[config.mk]
export PLATFORM = sky130hd
export DESIGN_NAME = temperature_window_monitor
export DESIGN_NICKNAME = d
export VERILOG_FILES = /design/src/rtl/temperature_monitor_pkg.sv /design/src/rtl/temperature_serial_receiver.sv /design/src/rtl/temperature_window_monitor.sv
export SDC_FILE = /design/constraint.sdc
export NUM_CORES = 2
export LEC_CHECK = 0
export BUFFER_PORTS_ARGS = -buffer_cell sky130_fd_sc_hd__buf_2
export CORE_MARGIN = 4
export CORE_UTILIZATION = 30
export CTS_CLUSTER_DIAMETER = 50
export DETAILED_ROUTE_END_ITERATION = 7
export GPL_TIMING_DRIVEN = 0
export PLACE_DENSITY = 0.45
export SYNTH_ARGS = -nofsm -noshare
export SYNTH_HDL_FRONTEND = slang
export SYNTH_HIERARCHICAL = 1
export SYNTH_SLANG_ARGS = --single-unit
[constraint.sdc]
create_clock -name clk -period 16.8 [get_ports clk]
set_clock_uncertainty 0.1 [all_clocks]
set_input_delay 0.84 -clock clk [delete_from_list [all_inputs] [get_ports clk]]
set_output_delay 0.84 -clock clk [all_outputs]
set_load 0.01 [all_outputs]
[src/rtl/temperature_monitor_pkg.sv]
// Shared types and sizing helpers for the multi-channel temperature window monitor.
// The per-channel state struct is sized from the package window geometry below.
package temperature_monitor_pkg;

  localparam int DEF_WIDTH        = 16;
  localparam int DEF_DEPTH        = 16;
  localparam int DEF_RESEED_COUNT = 4;

  localparam int PTR_W    = $clog2(DEF_DEPTH);
  localparam int FILL_W   = PTR_W + 1;
  localparam int SUM_W    = DEF_WIDTH + PTR_W;
  localparam int CONSEC_W = $clog2(DEF_RESEED_COUNT + 1);

  function automatic int chW(input int channels);
    return (channels > 1) ? $clog2(channels) : 1;
  endfunction

  function automatic int frameW(input int width, input int channels);
    return chW(channels) + width;
  endfunction

  typedef struct packed {
    logic [PTR_W-1:0]    ptr;
    logic [FILL_W-1:0]   fill;
    logic [SUM_W-1:0]    sum;
    logic [CONSEC_W-1:0] consec;
  } chan_state_t;

endpackage

[src/rtl/temperature_serial_receiver.sv]
// Synchronises the serial link, shifts frames MSB first and emits one-cycle frameValid.
// Optional partial-frame timeout is enabled by TEMPERATURE_FRAME_TIMEOUT_EN.
module temperature_serial_receiver
  import temperature_monitor_pkg::*;
#(
  parameter int WIDTH          = 16,
  parameter int CHANNELS       = 4,
  parameter int TIMEOUT_CYCLES = 1000
) (
  input  logic                       clk,
  input  logic                       reset,
  input  logic                       sda_i,
  input  logic                       scl_i,
  output logic                       frameValid_o,
  output logic [chW(CHANNELS)-1:0]   frameId_o,
  output logic [WIDTH-1:0]           frameValue_o
);

  localparam int CH_W    = chW(CHANNELS);
  localparam int FRAME_W = frameW(WIDTH, CHANNELS);
  localparam int CNT_W   = $clog2(FRAME_W);

  logic               sdaMeta_q, sdaSync_q, sclMeta_q, sclSync_q, sclPrev_q;
  logic [FRAME_W-1:0] shift_q, frameData_q, shift_d;
  logic [CNT_W-1:0]   bitCount_q;
  logic               frameValid_q;
  logic               sclRise, lastBit, timeoutHit;

  always_ff @(posedge clk or negedge reset) begin
    if (!reset) begin
      sdaMeta_q <= 1'b0;
      sdaSync_q <= 1'b0;
      sclMeta_q <= 1'b0;
      sclSync_q <= 1'b0;
      sclPrev_q <= 1'b0;
    end else begin
      sdaMeta_q <= sda_i;
      sdaSync_q <= sdaMeta_q;
      sclMeta_q <= scl_i;
      sclSync_q <= sclMeta_q;
      sclPrev_q <= sclSync_q;
    end
  end

  always_comb begin
    sclRise = sclSync_q & ~sclPrev_q;
    shift_d = {shift_q[FRAME_W-2:0], sdaSync_q};
    lastBit = (bitCount_q == CNT_W'(FRAME_W - 1));
  end

`ifdef TEMPERATURE_FRAME_TIMEOUT_EN
  localparam int TO_W = $clog2(TIMEOUT_CYCLES + 1);
  logic [TO_W-1:0] timeout_q;

  assign timeoutHit = (timeout_q == TO_W'(TIMEOUT_CYCLES));

  // Idle-time counter only runs while a frame is partially received.
  always_ff @(posedge clk or negedge reset) begin
    if (!reset) begin
      timeout_q <= '0;
    end else if (sclRise || (bitCount_q == '0)) begin
      timeout_q <= '0;
    end else if (!timeoutHit) begin
      timeout_q <= timeout_q + 1'b1;
    end
  end
`else
  assign timeoutHit = 1'b0;
`endif

  always_ff @(posedge clk or negedge reset) begin
    if (!reset) begin
      shift_q      <= '0;
      frameData_q  <= '0;
      bitCount_q   <= '0;
      frameValid_q <= 1'b0;
    end else begin
      frameValid_q <= 1'b0;
      if (sclRise) begin
        shift_q <= shift_d;
        if (lastBit) begin
          bitCount_q   <= '0;
          frameValid_q <= 1'b1;
          frameData_q  <= shift_d;
        end else begin
          bitCount_q <= bitCount_q + 1'b1;
        end
      end else if (timeoutHit) begin
        bitCount_q <= '0;
      end
    end
  end

  assign frameValid_o = frameValid_q;
  assign frameId_o    = frameData_q[FRAME_W-1 -: CH_W];
  assign frameValue_o = frameData_q[WIDTH-1:0];

endmodule

[src/rtl/temperature_window_monitor.sv]
// Per-channel sliding-window averager with anomaly flagging and reseed on persistent anomalies.
// Define TEMPERATURE_FRAME_TIMEOUT_EN to discard stalled partial frames in the receiver.
module temperature_window_monitor
  import temperature_monitor_pkg::*;
#(
  parameter int WIDTH          = DEF_WIDTH,
  parameter int DEPTH          = DEF_DEPTH,
  parameter int CHANNELS       = 4,
  parameter int THRESHOLD      = 64,
  parameter int RESEED_COUNT   = DEF_RESEED_COUNT,
  parameter int TIMEOUT_CYCLES = 1000
) (
  input  logic                      clk,
  input  logic                      reset,
  input  logic                      sda,
  input  logic                      scl,
  output logic                      temperatureReady,
  output logic [WIDTH-1:0]          temperature,
  output logic [chW(CHANNELS)-1:0]  channel,
  output logic [WIDTH-1:0]          averageTemperature,
  output logic                      windowFull,
  output logic                      anomaly,
  output logic                      frameError
);

  localparam int CH_W = chW(CHANNELS);

  logic             frameValid;
  logic [CH_W-1:0]  frameId;
  logic [WIDTH-1:0] frameValue;

  temperature_serial_receiver #(
    .WIDTH(WIDTH), .CHANNELS(CHANNELS), .TIMEOUT_CYCLES(TIMEOUT_CYCLES)
  ) receiver (
    .clk(clk), .reset(reset), .sda_i(sda), .scl_i(scl),
    .frameValid_o(frameValid), .frameId_o(frameId), .frameValue_o(frameValue)
  );

  logic [WIDTH-1:0] history_q [CHANNELS][DEPTH];
  chan_state_t      state_q   [CHANNELS];
  chan_state_t      cur, state_d;

  logic             idValid, fullPre, isAnomaly, reseed, writeEn;
  logic [CH_W-1:0]  chIdx;
  logic [PTR_W-1:0] writePtr;
  logic [WIDTH-1:0] oldest, avgPre, diff;
  logic [CONSEC_W-1:0] consecInc;

  logic             ready_q, error_q, full_q, anomaly_q;
  logic [WIDTH-1:0] temp_q, avg_q;
  logic [CH_W-1:0]  channel_q;

  // Decide the window update for the frame currently leaving the receiver.
  always_comb begin
    idValid   = ({1'b0, frameId} < (CH_W + 1)'(CHANNELS));
    chIdx     = idValid ? frameId : '0;
    cur       = state_q[chIdx];
    oldest    = history_q[chIdx][cur.ptr];
    fullPre   = (cur.fill == FILL_W'(DEPTH));
    avgPre    = cur.sum[SUM_W-1 -: WIDTH];
    diff      = (frameValue >= avgPre) ? (frameValue - avgPre) : (avgPre - frameValue);
    isAnomaly = fullPre && (diff > WIDTH'(THRESHOLD));
    consecInc = cur.consec + 1'b1;
    reseed    = isAnomaly && (consecInc == CONSEC_W'(RESEED_COUNT));
    state_d   = cur;
    writeEn   = 1'b0;
    writePtr  = cur.ptr;
    if (reseed) begin
      writeEn        = 1'b1;
      writePtr       = '0;
      state_d.ptr    = PTR_W'(1);
      state_d.fill   = FILL_W'(1);
      state_d.sum    = SUM_W'(frameValue);
      state_d.consec = '0;
    end else if (isAnomaly) begin
      state_d.consec = consecInc;
    end else begin
      writeEn        = 1'b1;
      state_d.ptr    = cur.ptr + 1'b1;
      state_d.fill   = fullPre ? cur.fill : cur.fill + 1'b1;
      state_d.sum    = cur.sum + SUM_W'(frameValue) - (fullPre ? SUM_W'(oldest) : '0);
      state_d.consec = '0;
    end
  end

  // Commit channel state and register the result in the same edge.
  always_ff @(posedge clk or negedge reset) begin
    if (!reset) begin
      for (int c = 0; c < CHANNELS; c++) begin
        state_q[c] <= '0;
        for (int d = 0; d < DEPTH; d++) history_q[c][d] <= '0;
      end
      ready_q   <= 1'b0;
      error_q   <= 1'b0;
      temp_q    <= '0;
      channel_q <= '0;
      avg_q     <= '0;
      full_q    <= 1'b0;
      anomaly_q <= 1'b0;
    end else begin
      ready_q <= frameValid && idValid;
      error_q <= frameValid && !idValid;
      if (frameValid && idValid) begin
        state_q[chIdx] <= state_d;
        if (writeEn) history_q[chIdx][writePtr] <= frameValue;
        temp_q    <= frameValue;
        channel_q <= frameId;
        avg_q     <= state_d.sum[SUM_W-1 -: WIDTH];
        full_q    <= (state_d.fill == FILL_W'(DEPTH));
        anomaly_q <= isAnomaly;
      end
    end
  end

  assign temperatureReady   = ready_q;
  assign frameError         = error_q;
  assign temperature        = temp_q;
  assign channel            = channel_q;
  assign averageTemperature = avg_q;
  assign windowFull         = full_q;
  assign anomaly            = anomaly_q;

endmodule
==> run metrics <==
status=finished, violations left; failing checks=max-capacitance violations, max-slew violations; CTS clock-pin slew for the worst setup and hold paths=0.05 ns; CP startpoint kind=register; CP Max Fanout=10; Flop pwr share=0.434; CTS Buffer Depth=3; post-synthesis cell type count=87; Clk Latency, worst-skew pair=0.80 ns; Initial Utilization=0.301; CP Buf/Inv Count=6; Slew headroom=-0.0529; Final Non-Filler Cells=7259; top_reg_cell synth=dfrtp_1; Rows=164; Maximum Capacitance Violations=4; Setup crit end kind=register; Core Box Area=0.199 mm2; final wirelength=213 mm; max-slew violations=13; layout cells sized above 1=0.345; Synth-to-Final Area Change=16.2%; number of synthesized flops with an enable pin=0; placed cell count=6955; CP arrival=11.30 ns; Mean Syn Cell Area=14.1 um2; Chip Height=456 um; DRT antenna net count=0; hold buffers post-CTS=2; P_int=5.35 mW; Final Hold Viols=0; commonest non-fill, non-tap cell in the layout=dfrtp_1; first-pass GRT wire length=303 mm; via count=37800; Tot GR Track Use=0.203; Die Width=456 um; r2r startpoint=receiver/frameData_q[17]$_DFFE_PN0P_; Hold Path Origin=sda; Pleak=32.1 nW; Worst EP required=17.31 ns; commonest non-fill, non-tap cells in the layout=1235 x dfrtp_1, 726 x mux2_2, 291 x mux2_1, 287 x mux4_2, 234 x clkbuf_1; Final nets=4544; Routed WL per cell=29.4 um; I/O Pins=42; worst slew pin tran=1.57 ns; Sw Ratio=0.226; CP most frequent cell=a21oi_1; Final min period=10.79 ns; Slowest cell on crit path=buf_1; sequential element share of the synthesized area=0.514; P per Cell Area=99.2 mW/mm2; input/output buffers=40; placer congestion estimate=0.892; post_cts resized=0; die footprint=0.208 mm2; critical path's top delay family=buffers and inverters; Post-CTS Setup Inserts=0; CTS Root Cell=clkbuf_16; Yosys reg bits=1235; vias in the first global route=39100; Largest stage delay, worst path=1.16 ns; Comb pwr share=0.024; HP Class=input pin to register; ys async rst share=1.00; initial antenna violation count=10; CP startpoint=receiver/frameData_q[17]$_DFFE_PN0P_; 1st-iter DRT viols=2814; Switch Pwr=1.57 mW; drt drc=0; Mapped Cells=4249; number of CTS-inserted buffers=160; worst vdd ir=0.0938 mV; CTS sink cnt=1235; CP Cell Sequence=clkbuf_1 > mux4_2 > clkbuf_1 > clkbuf_1 > clkbuf_1 > buf_1 > mux2i_1 > a21oi_1 > a21oi_1 > a211oi_1 > fa_1 > inv_1 > ha_1 > a21oi_1 > o21ai_0 > nor3_1 > a21oi_1 > a2111oi_0 > o21bai_1 > a211oi_1 > xnor3_1 > a22oi_1 > a21oi_1; Clock Power Share=0.543; Syn Nets=4330; TritonCTS clock tree=yes; Netlist Area Pre-Place=0.0601 mm2; Setup CP Type=register to register; H-tree Lvls=4; RSZ-0062 raised after global routing=no; synth warn=6; post-detailed-route via-to-cell ratio=5.20; Final Util=0.350; Max Freq=0.0927 GHz; pin count of the biggest net entering global routing=162; hpwl dp=154 mm; Detailed Routing Iterations Pass 1=6; # setup viols final=0; grt total ovfl=0; worst hold slack=0.0816 ns; Design Power=6.92 mW; Fin Setup TNS=0 ns; Final period util=0.642
-- per-stage QoR --
stage	cell area (um2)	setup slack, ns
final	69800	6.01
after global routing	69800	5.65
after CTS	69800	6.02
after detailed placement	63900	6.04
after global placement	63600	-14.40
after floorplan	60100	10.74
-- power groups by stage --
stage	Clock (mW)	Sequential [mW]	Combinational, mW
floorplan	0	3.05	0.0627
global placement	0	3.06	0.160
detailed placement	0	3.05	0.167
CTS	3.85	3.00	0.168
global route	3.97	3.00	0.184
finish	3.76	3.00	0.164
-- cell usage after synthesis (5+ instances only) --
master	number	area (um2)
a211oi_1	136	1020
buf_1	67	251
mux4_2	287	6460
nand4_2	5	62.6
a31oi_1	8	50.1
inv_1	85	319
buf_4	42	315
mux2i_1	94	941
xor2_1	11	96.3
mux2_4	49	736
clkbuf_1	211	792
dfrtp_1	1235	30900
and3_1	5	31.3
or3_1	7	43.8
or2_2	7	43.8
a21oi_1	112	561
nor3_4	20	325
fa_1	18	360
nand3_4	20	350
nand3_2	16	160
nand2b_1	11	68.8
nor2_1	62	233
nor3_1	17	85.1
buf_6	12	135
nand4_1	5	31.3
o21ai_0	151	756
nand3_1	15	75.1
a21o_1	16	120
xnor2_1	19	166
nand2_1	230	863
mux2_1	291	3280
o21a_1	7	52.6
ha_1	59	738
nor2b_1	70	438
mux2_2	726	8180
buf_2	34	170
-- state kept, by name, summed over array words and instances, names as in the netlist --
| register | cells |
|---|---|
| receiver/sclSync_q | 1 |
| anomaly | 1 |
| history_q | 1024 |
| receiver/sdaMeta_q | 1 |
| windowFull | 1 |
| receiver/frameValid_o | 1 |
| averageTemperature | 16 |
| receiver/shift_q | 17 |
| receiver/bitCount_q | 5 |
| temperature | 16 |
| receiver/sclPrev_q | 1 |
| channel | 2 |
| receiver/frameData_q | 18 |
| receiver/sdaSync_q | 1 |
| receiver/sclMeta_q | 1 |
| temperatureReady | 1 |
| state_q | 128 |
-- kinds of logic (layout without fill, tap and decap cells) --
group	Yosys count	count (layout)	share of synthesized area
multiplexers	1450	1450	0.327
buffers and inverters	456	808	0.0342
other	1	3	0.0000624
AO/OA/AOI/OAI	478	478	0.0504
AND/OR/NAND/NOR	521	521	0.0513
adder cells (fa/ha/maj)	77	77	0.0183
XOR/XNOR	31	31	0.00475
flip-flops	1235	1235	0.514
-- layout make-up --
| type | count | area, um2 |
|---|---|---|
| fill | 19500 | 130000 |
| clock buffer | 220 | 4660 |
| sequential | 1235 | 30900 |
| clock inverter | 80 | 1180 |
| inverter | 87 | 332 |
| buffer | 369 | 1740 |
| timing repair buffer | 52 | 483 |
| antenna | 2 | 5.00 |
| tap | 2656 | 3320 |
| multi-input combinational | 2558 | 27200 |
-- routing by layer --
metal	wire [um]	track usage
met1	96400	0.281
met2	101000	0.328
met3	10200	0.0351
met4	5910	0.0549
met5	0	0
-- worst paths after layout --
path | end | slack [ns] | cells past startpoint
max | averageTemperature[15]$_DFFE_PN0P_ | 6.01 | 23
min | receiver/sdaMeta_q$_DFF_PN0_ | 0.08 | 1
max reg2reg | averageTemperature[15]$_DFFE_PN0P_ | 6.01 | 23
min reg2reg | receiver/sdaSync_q$_DFF_PN0_ | 0.26 | 0
max in group asynchronous | history_q[59]$_DFFE_PN0P_ | 14.05 | 4
min in group asynchronous | receiver/sclPrev_q$_DFF_PN0_ | 0.53 | 2
Power figures use the tool's default switching activity.
